===== src/rtl/fuzz_round_controller.sv =====
// Fuzzing-round sequencer: boot reset hold, run with stall/watchdog interrupt, loader handshake per pass.
// Outputs are decoded from registered state; the loader handshake is a level request with a one-cycle ack.
module fuzz_round_controller #(
  parameter int COV_W        = 30,
  parameter int STALL_CYCLES = 1000,
  parameter int WDOG_CYCLES  = 10000,
  parameter int RESET_HOLD   = 8,
  parameter int CNT_W        = 32
) (
  input  logic             clock,
  input  logic             reset,
  input  logic [63:0]      tohost,
  input  logic [COV_W-1:0] cov,
  input  logic             fuzz_en,
  output logic             load_req,
  input  logic             load_ack,
  output logic             core_reset,
  output logic             interrupt,
  output logic             done,
  output logic [CNT_W-1:0] round_cnt
);

  typedef enum logic [2:0] {
    S_BOOT,
    S_RUN,
    S_REQ,
    S_HOLD,
    S_DONE
  } state_t;

  state_t           state;
  state_t           state_nxt;
  logic [CNT_W-1:0] hold_cnt;
  logic [CNT_W-1:0] stall_cnt;
  logic [CNT_W-1:0] wdog_cnt;
  logic [COV_W-1:0] pre_cov;
  logic             pass;
  logic             hold_last;
  logic             unused_tohost;

  assign pass          = tohost[0];
  assign unused_tohost = ^tohost[63:1];
  assign hold_last     = (hold_cnt == CNT_W'(RESET_HOLD - 1));

  always_ff @(posedge clock) begin
    if (reset) begin
      state <= S_BOOT;
    end else begin
      state <= state_nxt;
    end
  end

  always_comb begin
    state_nxt = state;
    case (state)
      S_BOOT, S_HOLD: if (hold_last) state_nxt = S_RUN;
      S_RUN:          if (pass) state_nxt = fuzz_en ? S_REQ : S_DONE;
      S_REQ:          if (load_ack) state_nxt = S_HOLD;
      S_DONE:         state_nxt = S_DONE;
      default:        state_nxt = S_BOOT;
    endcase
  end

  // A pass takes priority over coverage/watchdog bookkeeping in the same cycle.
  always_ff @(posedge clock) begin
    if (reset) begin
      hold_cnt  <= '0;
      stall_cnt <= '0;
      wdog_cnt  <= '0;
      pre_cov   <= '0;
      round_cnt <= '0;
    end else begin
      case (state)
        S_BOOT, S_HOLD: begin
          if (hold_last) begin
            hold_cnt  <= '0;
            stall_cnt <= '0;
            wdog_cnt  <= '0;
            pre_cov   <= '0;
          end else begin
            hold_cnt <= hold_cnt + CNT_W'(1);
          end
        end
        S_RUN: begin
          if (pass) begin
            round_cnt <= round_cnt + CNT_W'(1);
          end else begin
            if (cov != pre_cov) begin
              pre_cov   <= cov;
              stall_cnt <= '0;
            end else if (~&stall_cnt) begin
              stall_cnt <= stall_cnt + CNT_W'(1);
            end
            if (~&wdog_cnt) wdog_cnt <= wdog_cnt + CNT_W'(1);
          end
        end
        S_REQ: hold_cnt <= '0;
        default: ;
      endcase
    end
  end

  always_comb begin
    core_reset = (state != S_RUN);
    load_req   = (state == S_REQ);
    done       = (state == S_DONE);
    interrupt  = (state == S_RUN) &&
                 ((stall_cnt >= CNT_W'(STALL_CYCLES)) || (wdog_cnt >= CNT_W'(WDOG_CYCLES)));
  end

endmodule


===== config.mk =====
export PLATFORM = sky130hd
export DESIGN_NAME = fuzz_round_controller
export DESIGN_NICKNAME = d
export VERILOG_FILES = /design/src/rtl/fuzz_round_controller.sv
export SDC_FILE = /design/constraint.sdc
export NUM_CORES = 1
export LEC_CHECK = 0
export CAP_MARGIN = 10
export CELL_PAD_IN_SITES_DETAIL_PLACEMENT = 1
export CELL_PAD_IN_SITES_GLOBAL_PLACEMENT = 2
export CORE_AREA = 2 2 169 171
export DETAILED_ROUTE_END_ITERATION = 7
export DIE_AREA = 0 0 171 173
export PLACE_DENSITY_LB_ADDON = 0.1
export SYNTH_ARGS = -nofsm -noshare
export SYNTH_HDL_FRONTEND = slang
export SYNTH_SLANG_ARGS = --single-unit
export TNS_END_PERCENT = 50

===== constraint.sdc =====
create_clock -name clock -period 2.6 [get_ports clock]
set_clock_uncertainty 0.2 [all_clocks]
set_input_delay 0.39 -clock clock [delete_from_list [all_inputs] [get_ports clock]]
set_output_delay 0.39 -clock clock [all_outputs]
set_load 0.05 [all_outputs]

=== After elaboration in Yosys (flattened, before gate mapping) ===
Index checks and enable logic that the tools add are counted.

* Register bits after elaboration: 161
* Output and inout port bits: 36
* Logic and storage cells: 58

* Add/subtract/negate cells: 4
* $lt $le $gt $ge: 2
* Equality and inequality tests: 14
* Multiplexer cells: 19
* Reductions and logical operators: 13

{| class="wikitable"
|+ Operators by type and width
! kind !! number
|-
| $mux 32 || 7
|-
| $pmux 32 s2 || 3
|-
| $add 32x1->32 const B || 4
|-
| $mux 30 || 3
|-
| $reduce_and 32->1 || 2
|-
| $pmux 30 s2 || 1
|-
| $eq 32x3->1 const B || 1
|-
| $ge 32x10->1 const B || 1
|-
| $ge 32x14->1 const B || 1
|-
| $ne 30x30->1 || 1
|-
| $mux 3 || 4
|-
| $pmux 3 s4 || 1
|-
| $reduce_and 4->1 || 3
|-
| $ne 2x2->1 const B || 5
|-
| $eq 3x2->1 const B || 2
|-
| $reduce_bool 2->1 || 2
|-
| $eq 3x1->1 const B || 1
|-
| $eq 3x3->1 const B || 1
|-
| $logic_not 3->1 || 1
|-
| $ne 3x1->1 const B || 1
|-
| $ne 3x3->1 const B || 1
|-
| $reduce_and 3->1 || 1
|-
| $ne 2x1->1 const B || 1
|-
| $reduce_and 2->1 || 1
|-
| other kinds (3) || 3
|}

=== Longest topological paths before layout ===
Gate-level depths: netlist of run 1.

* Depth after elaboration: 5
* Depth in mapped cells: 9
* Gate-level depth less buffers: 7

=== Least setup slack after synthesis of run 1 ===
No wires, ideal clock.

* Path type: flip-flop to flip-flop
* Start: reg round_cnt[12]
* End: reg round_cnt[31]
* Data arrival time: 2,131 ps
* Data required time: 2,330 ps
* Setup slack: 198 ps
* Stages on the path, launching flop included: 7
* Buffers on the path: 0
* Clock period less this slack: 2,402 ps
* Cell sequence: dfxtp_1 > and4_1 > nand4_1 > nor3_1 > nand2_1 > or3_1 > a21oi_1

* Longest elaborated chain between the ends: 1

{| class="wikitable"
|+ RTL lines
! what !! RTL line !! text
|-
| start: declaration || 20 || <nowiki>output logic [CNT_W-1:0] round_cnt</nowiki>
|-
| start signal: assignment || 86 || <nowiki>round_cnt <= round_cnt + CNT_W'(1);</nowiki>
|-
| $add 32x1->32 || 86 ||
|}

Every way passes these cells.
A chain may end at the register's enable or synchronous reset.

=== Worst setup path in the final report of run 1 ===
* Start: reg wdog_cnt[5]
* End: out interrupt

* Longest elaborated chain between the ends: 3

{| class="wikitable"
|+ RTL lines
! what !! RTL line !! text
|-
| start: declaration || 35 || <nowiki>logic [CNT_W-1:0] wdog_cnt;</nowiki>
|-
| start signal: assignment || 94 || <nowiki>if (~&wdog_cnt) wdog_cnt <= wdog_cnt + CNT_W'(1);</nowiki>
|-
| $ge 32x14->1 || 108 || <nowiki>((stall_cnt >= CNT_W'(STALL_CYCLES)) || (wdog_cnt >= CNT_W'(WDOG_CYCLES)));</nowiki>
|-
| $logic_or 1x1->1 || 108 ||
|-
| $logic_and 1x1->1 || 107 || <nowiki>interrupt = (state == S_RUN) &&</nowiki>
|-
| end: declaration || 18 || <nowiki>output logic interrupt,</nowiki>
|}

Every way passes these cells.

==> flow_summary.yaml, run 1 <==
outcome:
  status: "finished with violations"
  failed_checks: "setup timing"
power:
  p_per_area_nw_per_um2: 585
  ir_drop_v: 0.000439
  power_leakage_nw: 3.96
timing:
  worstMarginPinSlew_ns: 0.709
  setup_viol: 1
  maxSlewHeadroom: 0.526
  fmax_ghz: 0.358
  rsz0062_at_grt: "true"
  setup_ws_ns: -0.192
  finalCriticalPeriod_ns: 2.79
  drv_slew: 0
  hold_violations: 0
  period_share: 1.07
detailed_routing:
  drt-initial-drc-count: 398
  vias: 8425
  vias_per_cell: 5.27
  routed_wl_um: 27300
  drc_errors: 0
  first_pass_iters: 4
  drt-wirelength-per-cell_um: 17.0
  ant_nets: 0
critical_path:
  slowest_delay_ns: 0.52
  required_ns: 2.01
  path_cells: "or4_4, a41o_1, and3_4, nor4_4, buf_4, nor2_2, buf_6"
  worstPathMaxFanout: 2
  cp-start-kind: "register"
  crit_slowest_cell: "or4_4"
  arrival_ns: 2.20
  crit_family: "simple AND/OR/NAND/NOR gates"
  cp-end-kind: "output pin"
  critPathBufInv: 2
  critPathKind: "register to output pin"
clocking:
  cts_tree: "done"
  cts_root_buffer: "clkbuf_16"
  clkTransAtPathRegs_ns: 0.08
  numCtsBuffers: 17
  clkLatencyLatePin_ns: 0.44
  clockBufferDepth: 2
  hold_buffers: 0
  cts_num_sinks: 161
  ctsHtreeMaxLevel: 4
layout:
  post-route-util: 0.405
  final_cell_area_um2: 11200
  drive_gt1_frac: 0.176
  fin_nets: 1313
  diodes: 0
  area_delta_synth_final_pct: 27.6
die:
  io_pins: 134
  die_area_um2: 29600
  core_um2: 27600
  start_util: 0.317
  die_x_um: 171
  row_count: 61
  die_h_um: 173
synth:
  yosysMostFrequentCell: "dfxtp_1"
  synthesis.area_um2: 8760
  synth_cell_types: 75
  synth_top_area_frac: 0.368
  synth_common_cells: "dfxtp_1 (161), nand2_1 (139), a21oi_1 (83), nor2_1 (75), nand3_1 (61)"
  synthCells: 1075
  synth-edff-count: 0
  synth_nets: 1179
  ys_seq_elements: 161
  yosysTopAreaCell: "dfxtp_1"
  ys_top_cells_by_area: "dfxtp_1 (37%), nand2_1 (6.0%), xor2_1 (5.4%), a21oi_1 (4.7%), nand3_1 (3.5%)"
  syn_avg_cell_area_um2: 8.15
  async_flop_share: 0
  synth_warnings: 0
  yosysSeqAreaShare: 0.368
  ys.flop_type: "dfxtp_1"
global_route:
  grt_usage: 0.189
  grt-ovfl-total: 0
  grt_max_degree: 53
  grt_pass1_wl_um: 45300
  grt_pass1_vias: 8662
  antenna_found_initial: 0
placed_design:
  dp_hpwl_um: 19400
  place_ws_ns: -0.274
  gp_congestion: 0.756
  postPlaceCellArea_um2: 10500
  io_buffer_count: 70
worst_hold_path:
  min_path_type: "input pin to register"
flow_run:
  cap_violations: 0
## area by class of cell
class	instances	area [um2]
clock buffers	19	453
clock inverters	13	140
fillers	3323	16500
inverters	20	75.1
multi-input cells	834	5220
flip-flops and latches	161	3230
well taps	378	473
repair buffers	175	1590
## worst paths after layout
check | slack [ns] | endpoint | depth (start not counted) | startpoint
max | -0.19 | interrupt | 7 | wdog_cnt[5]$_SDFFE_PP0P_
min | 0.04 | wdog_cnt[1]$_SDFFE_PP0P_ | 2 | reset
max reg2reg | 0.03 | wdog_cnt[14]$_SDFFE_PP0P_ | 9 | hold_cnt[0]$_SDFFE_PP0P_
min reg2reg | 0.27 | pre_cov[9]$_SDFFE_PP0P_ | 2 | pre_cov[9]$_SDFFE_PP0P_
## cell families (layout without fill, tap and decap cells)
family	Yosys count	after routing	share of synthesized area
adder cells (fa/ha/maj)	6	6	0.00857
buffers and inverters	80	227	0.0459
AO/OA/AOI/OAI	235	235	0.175
multiplexers	10	10	0.0114
AND/OR/NAND/NOR	519	519	0.327
XOR/XNOR	64	64	0.0640
flip-flops	161	161	0.368
## report_power, final
group          internal, W  switching, W
logic             0.000540      0.000842
registers          0.00251     0.0000432
clock network      0.00141       0.00120
total              0.00446       0.00208
## registers in the layout (all words and copies together), names as in the netlist
signal	flops
state	3
pre_cov	30
wdog_cnt	32
hold_cnt	32
round_cnt	32
stall_cnt	32
## through the flow
stage                     total power, W  hold WS [ns]  instances  TNS [ns]
after CTS                        0.00665        0.0385       1595    -0.224
after global routing             0.00688        0.0470       1600    -0.473
after floorplan                  0.00344         0.243       1075         0
after global placement           0.00397         0.250       1563    -11.51
final                            0.00654        0.0447       1600    -0.192
after detailed placement         0.00398         0.258       1563    -13.90
## repair_timing
item,in CTS,in global routing
gates resized for setup,10,6
pin swaps,4,5
setup endpoints to repair,28,59
buffers inserted,0,5
## layer usage
| layer | global-route usage | vias up | wire length (um) |
|---|---|---|---|
| met1 | 0.258 | 4120 | 13500 |
| met5 | 0 | - | 0 |
| li1 | - | 4214 | - |
| met2 | 0.314 | 72 | 13000 |
| met3 | 0.0263 | 19 | 477 |
| met4 | 0.0463 | 0 | 288 |
## placed cells by master (no fill, tap or decap), types with 4 or more instances in the layout
master / count
a21oi_1: 83
a22o_1: 18
a22oi_1: 18
a311oi_1: 12
a31oi_1: 8
a41oi_1: 5
and2_1: 7
and3_1: 22
and4_1: 15
buf_12: 9
buf_4: 99
clkbuf_16: 17
clkdlybuf4s50_1: 65
clkinv_4: 5
dfxtp_1: 159
ha_1: 6
inv_1: 19
inv_6: 5
mux2i_1: 10
nand2_1: 139
nand2b_1: 4
nand3_1: 60
nand4_1: 40
nand4b_1: 4
nor2_1: 73
nor3_1: 14
nor4_1: 38
nor4_4: 6
o211ai_1: 8
o21a_1: 6
o21ai_0: 40
o21ai_1: 8
o31ai_1: 6
or2_2: 34
or3_1: 20
or4_1: 9
xnor2_1: 10
xor2_1: 54
No activity file was read; power rests on OpenSTA's default activity.
==> run 2, diff against run 1 <==
Settings changed: ABC_AREA from default to 0.
Clock period 2.6 ns to 2.8 ns, I/O delays scaled along.
==> flow_summary.yaml, run 2 (same netlist as run 1, synthesis figures left out) <==
placed_design:
  dp_hpwl_um: 18900
  gp_congestion: 0.773
  io_buffer_count: 70
  placed_cells: 1526
die:
  core_um2: 27600
  row_count: 61
  die_x_um: 171
  io_pins: 134
  die_area_um2: 29600
  die_h_um: 173
  start_util: 0.317
power:
  p_per_area_nw_per_um2: 555
  power.total_w: 0.00599
  power_leakage_nw: 3.71
  ir_drop_v: 0.000454
global_route:
  grt_max_degree: 57
  grt_pass1_vias: 8184
  antenna_found_initial: 0
  grt-ovfl-total: 0
  grt_usage: 0.184
  grt_pass1_wl_um: 43900
detailed_routing:
  ant_nets: 0
  drt-wirelength-per-cell_um: 17.1
  routed_wl_um: 26700
  vias_per_cell: 5.28
  drc_errors: 0
  drt-initial-drc-count: 354
  vias: 8225
  first_pass_iters: 5
timing:
  worstMarginPinSlew_ns: 0.740
  maxSlewHeadroom: 0.501
  hold_violations: 0
  rsz0062_at_grt: "true"
  setup_viol: 1
  drv_slew: 0
  period_share: 1.01
  finalCriticalPeriod_ns: 2.83
  setup_ws_ns: -0.0293
  fmax_ghz: 0.353
critical_path:
  path_cells: "or4_4, a41o_1, and3_4, nor4_4, buf_4, nor2_4, buf_6"
  r2r-start: "stall_cnt[0]$_SDFFE_PP0P_"
  cp-end-kind: "output pin"
  crit_family: "simple AND/OR/NAND/NOR gates"
  cp-startpoint: "wdog_cnt[4]$_SDFFE_PP0P_"
  cp-start-kind: "register"
  slowest_delay_ns: 0.52
  required_ns: 2.18
  critPathKind: "register to output pin"
  critPathBufInv: 2
  worstPathMaxFanout: 2
  crit_slowest_cell: "or4_4"
  arrival_ns: 2.21
outcome:
  status: "finished with violations"
  failed_checks: "setup timing"
layout:
  diodes: 0
  area_delta_synth_final_pct: 23.3
  post-route-util: 0.391
  final_cell_mix: "dfxtp_1 (159), nand2_1 (139), a21oi_1 (83)"
  final_cell_count_no_fill: 1559
  final_common_cell: "dfxtp_1"
  drive_gt1_frac: 0.143
  fin_nets: 1272
flow_run:
  cap_violations: 0
clocking:
  ctsHtreeMaxLevel: 4
  cts_tree: "done"
  hold_buffers: 0
  clkLatencyLatePin_ns: 0.43
  cts_num_sinks: 161
  clkTransAtPathRegs_ns: 0.07
  clockBufferDepth: 2
  numCtsBuffers: 17
  cts_root_buffer: "clkbuf_16"
worst_hold_path:
  min_from: "reset"
  min_path_type: "input pin to register"
==> run 2: cell count changes in the layout (fill, tap and decap cells not counted), sizes merged <==
| cell | delta |
|---|---|
| dlygate4sd2 | +1 |
| inv | -3 |
| bufinv | +1 |
| clkinv | -3 |
| clkinvlp | +5 |
| buf | -42 |
==> run 2: worst paths after layout <==
path,to,slack [ns],cells past startpoint
max,interrupt,-0.03,7
min reg2reg,pre_cov[22]$_SDFFE_PP0P_,0.26,2
min,pre_cov[22]$_SDFFE_PP0P_,0.08,2
max reg2reg,stall_cnt[31]$_SDFFE_PP0P_,0.10,9
==> run 2: stage by stage <==
step	worst slack (ns)	TNS [ns]	instance area [um2]	hold slack (ns)
2_1_floorplan	0.398	0	8760	0.243
3_3_place_gp	-0.132	-3.20	10100	0.250
3_5_place_dp	-0.178	-6.07	10100	0.259
4_1_cts	-0.0550	-0.0550	10800	0.0760
5_1_grt	-0.104	-0.248	10800	0.0779
6_report	-0.0293	-0.0293	10800	0.0828
==> run 2: cell type report <==
type	count	area (um2)
Multi-Input combinational cell	834	5190
Clock buffer	19	443
Fill cell	3312	16800
Tap cell	378	473
Timing Repair Buffer	134	1240
Clock inverter	13	150
Inverter	20	75.1
Sequential cell	161	3230
==> run 2: metal layers <==
layer | GRT usage | vias up | wire [um]
met1 | 0.258 | 4014 | 13400
met3 | 0.0272 | 10 | 425
met2 | 0.301 | 60 | 12800
met4 | 0.0360 | 0 | 191
li1 | - | 4141 | -
met5 | 0 | - | 0
==> run 2: timing repair <==
| item | in CTS | in global routing |
|---|---|---|
| buffers inserted | 1 | 0 |
| resized for setup | 9 | 4 |
| hold endpoints to repair | 0 | 0 |
| pin swaps | 3 | 2 |
| setup endpoints to repair | 2 | 23 |
==> run 2: report_power, final <==
part	internal [W]	total (W)	switching, W	leakage, nW
sequential	0.00233	0.00237	0.0000446	1.30
combinational	0.000439	0.00119	0.000755	2.14
clock	0.00135	0.00242	0.00107	0.273
==> run 3, diff against run 2 <==
Settings changed: CELL_PAD_IN_SITES_DETAIL_PLACEMENT 1 to default, CELL_PAD_IN_SITES_GLOBAL_PLACEMENT 2 to default, CORE_AREA 2 2 169 171 to 2 2 162 164, DIE_AREA 0 0 171 173 to 0 0 164 166, PLACE_DENSITY_LB_ADDON 0.1 to default, SLEW_MARGIN from default to 20.
==> flow_summary.yaml, run 3 (same netlist as run 1, synthesis figures left out) <==
layout:
  final_cell_area_um2: 10700
  diodes: 0
  final_cell_mix: "dfxtp_1 (160), nand2_1 (139), a21oi_1 (83)"
  fin_nets: 1254
  area_delta_synth_final_pct: 21.7
  final_common_cell: "dfxtp_1"
  drive_gt1_frac: 0.128
critical_path:
  arrival_ns: 2.15
  critPathKind: "register to output pin"
  critPathBufInv: 1
  crit_slowest_cell: "or4_1"
  path_cells: "or4_1, a41o_1, and3_4, nor4_4, nor2_2, buf_12"
  cp-start-kind: "register"
  worstPathMaxFanout: 6
  slowest_delay_ns: 0.51
  crit_family: "simple AND/OR/NAND/NOR gates"
  required_ns: 2.18
  cp-end-kind: "output pin"
placed_design:
  gp_congestion: 0.819
  postPlaceCellArea_um2: 10000
  io_buffer_count: 70
  place_ws_ns: -0.0820
  dp_hpwl_um: 15700
timing:
  fmax_ghz: 0.361
  hold_violations: 0
  setup_viol: 0
  whs_ns: 0.132
  period_share: 0.990
  worstMarginPinSlew_ns: 0.698
  rsz0062_at_grt: "true"
  drv_slew: 0
  setup_ws_ns: 0.0281
  finalCriticalPeriod_ns: 2.77
  maxSlewHeadroom: 0.535
detailed_routing:
  drt-wirelength-per-cell_um: 15.1
  vias_per_cell: 5.45
  ant_nets: 0
  first_pass_iters: 5
  routed_wl_um: 22600
  drt-initial-drc-count: 549
  drc_errors: 0
  vias: 8168
die:
  io_pins: 134
  row_count: 59
  start_util: 0.342
  die_h_um: 166
  die_x_um: 164
  core_um2: 25600
  die_area_um2: 27200
clocking:
  cts_root_buffer: "clkbuf_16"
  numCtsBuffers: 17
  clockBufferDepth: 2
  ctsHtreeMaxLevel: 4
  clkLatencyLatePin_ns: 0.43
  clkTransAtPathRegs_ns: 0.07
  cts_tree: "done"
  cts_num_sinks: 161
power:
  p_per_area_nw_per_um2: 552
  power.total_w: 0.00589
  power_leakage_nw: 3.65
  ir_drop_v: 0.000408
global_route:
  antenna_found_initial: 0
  grt-ovfl-total: 0
  grt_pass1_wl_um: 37100
  grt_pass1_vias: 7385
  grt_usage: 0.165
  grt_max_degree: 65
flow_run:
  cap_violations: 0
worst_hold_path:
  min_path_type: "input pin to register"
outcome:
  status: "finished clean"
[run 3: changes by cell type in the layout (fill, tap and decap cells not counted), sizes merged]
cell / delta
buf: -18
bufinv: -2
clkbuf: -2
clkinv: +6
clkinvlp: -3
dlygate4sd2: -1
dlymetal6s2s: +1
inv: +1
[run 3: area by class of cell]
cell class	instances	area, um2
fill	2500	15000
tap	335	419
inverter	20	75.1
sequential	161	3220
timing repair buffer	116	1150
clock inverter	15	191
clock buffer	17	425
multi-input combinational	834	5170
[run 3: worst register-to-register path, delay by kind of cell (launching register included)]
| kind | cells | cell delay [ns] |
|---|---|---|
| adders and majority gates | 1 | 0.27 |
| AOI/OAI and AO/OA | 2 | 0.38 |
| and+or+nand+nor | 4 | 1.18 |
| DFF | 1 | 0.40 |
| buffers and inverters | 1 | 0.19 |
[run 3: path summary, 6_finish.rpt]
| kind | start | to | slack, ns | depth (start not counted) |
|---|---|---|---|---|
| setup / recovery | wdog_cnt[5]$_SDFFE_PP0P_ | interrupt | 0.03 | 6 |
| hold / removal | reset | pre_cov[24]$_SDFFE_PP0P_ | 0.13 | 2 |
| setup reg to reg | hold_cnt[0]$_SDFFE_PP0P_ | wdog_cnt[13]$_SDFFE_PP0P_ | 0.13 | 8 |
| hold reg to reg | pre_cov[13]$_SDFFE_PP0P_ | pre_cov[13]$_SDFFE_PP0P_ | 0.26 | 2 |
[run 3: routing by layer]
layer	vias to the layer above	wire length, um	global-route usage	part of all wire
met5	-	0	0	0
met4	0	391	0.0500	0.017
met3	29	747	0.0317	0.033
met2	142	10500	0.259	0.47
met1	3888	10900	0.230	0.48
li1	4109	-	-	-
[run 3: per-stage QoR]
step / TNS, ns / cells / utilization
floorplan: 0 / 1075 / -
global placement: -2.49 / 1465 / 0.391
detailed placement: -2.59 / 1465 / 0.391
global route: -0.0478 / 1498 / 0.416
CTS: 0 / 1497 / 0.416
finish: 0 / 1498 / 0.416
[run 3: power breakdown]
| group | switching [W] | leakage (nW) | internal [W] |
|---|---|---|---|
| Sequential | 0.0000482 | 1.30 | 0.00233 |
| Clock | 0.00115 | 0.291 | 0.00121 |
| Combinational | 0.000715 | 2.06 | 0.000431 |
| Total | 0.00191 | 3.65 | 0.00397 |
[run 3: repair_timing]
item	CTS	global route
hold buffers	0	0
buffers inserted	0	1
gates resized for setup	5	2
setup endpoints to repair	1	7
pin swaps	1	1
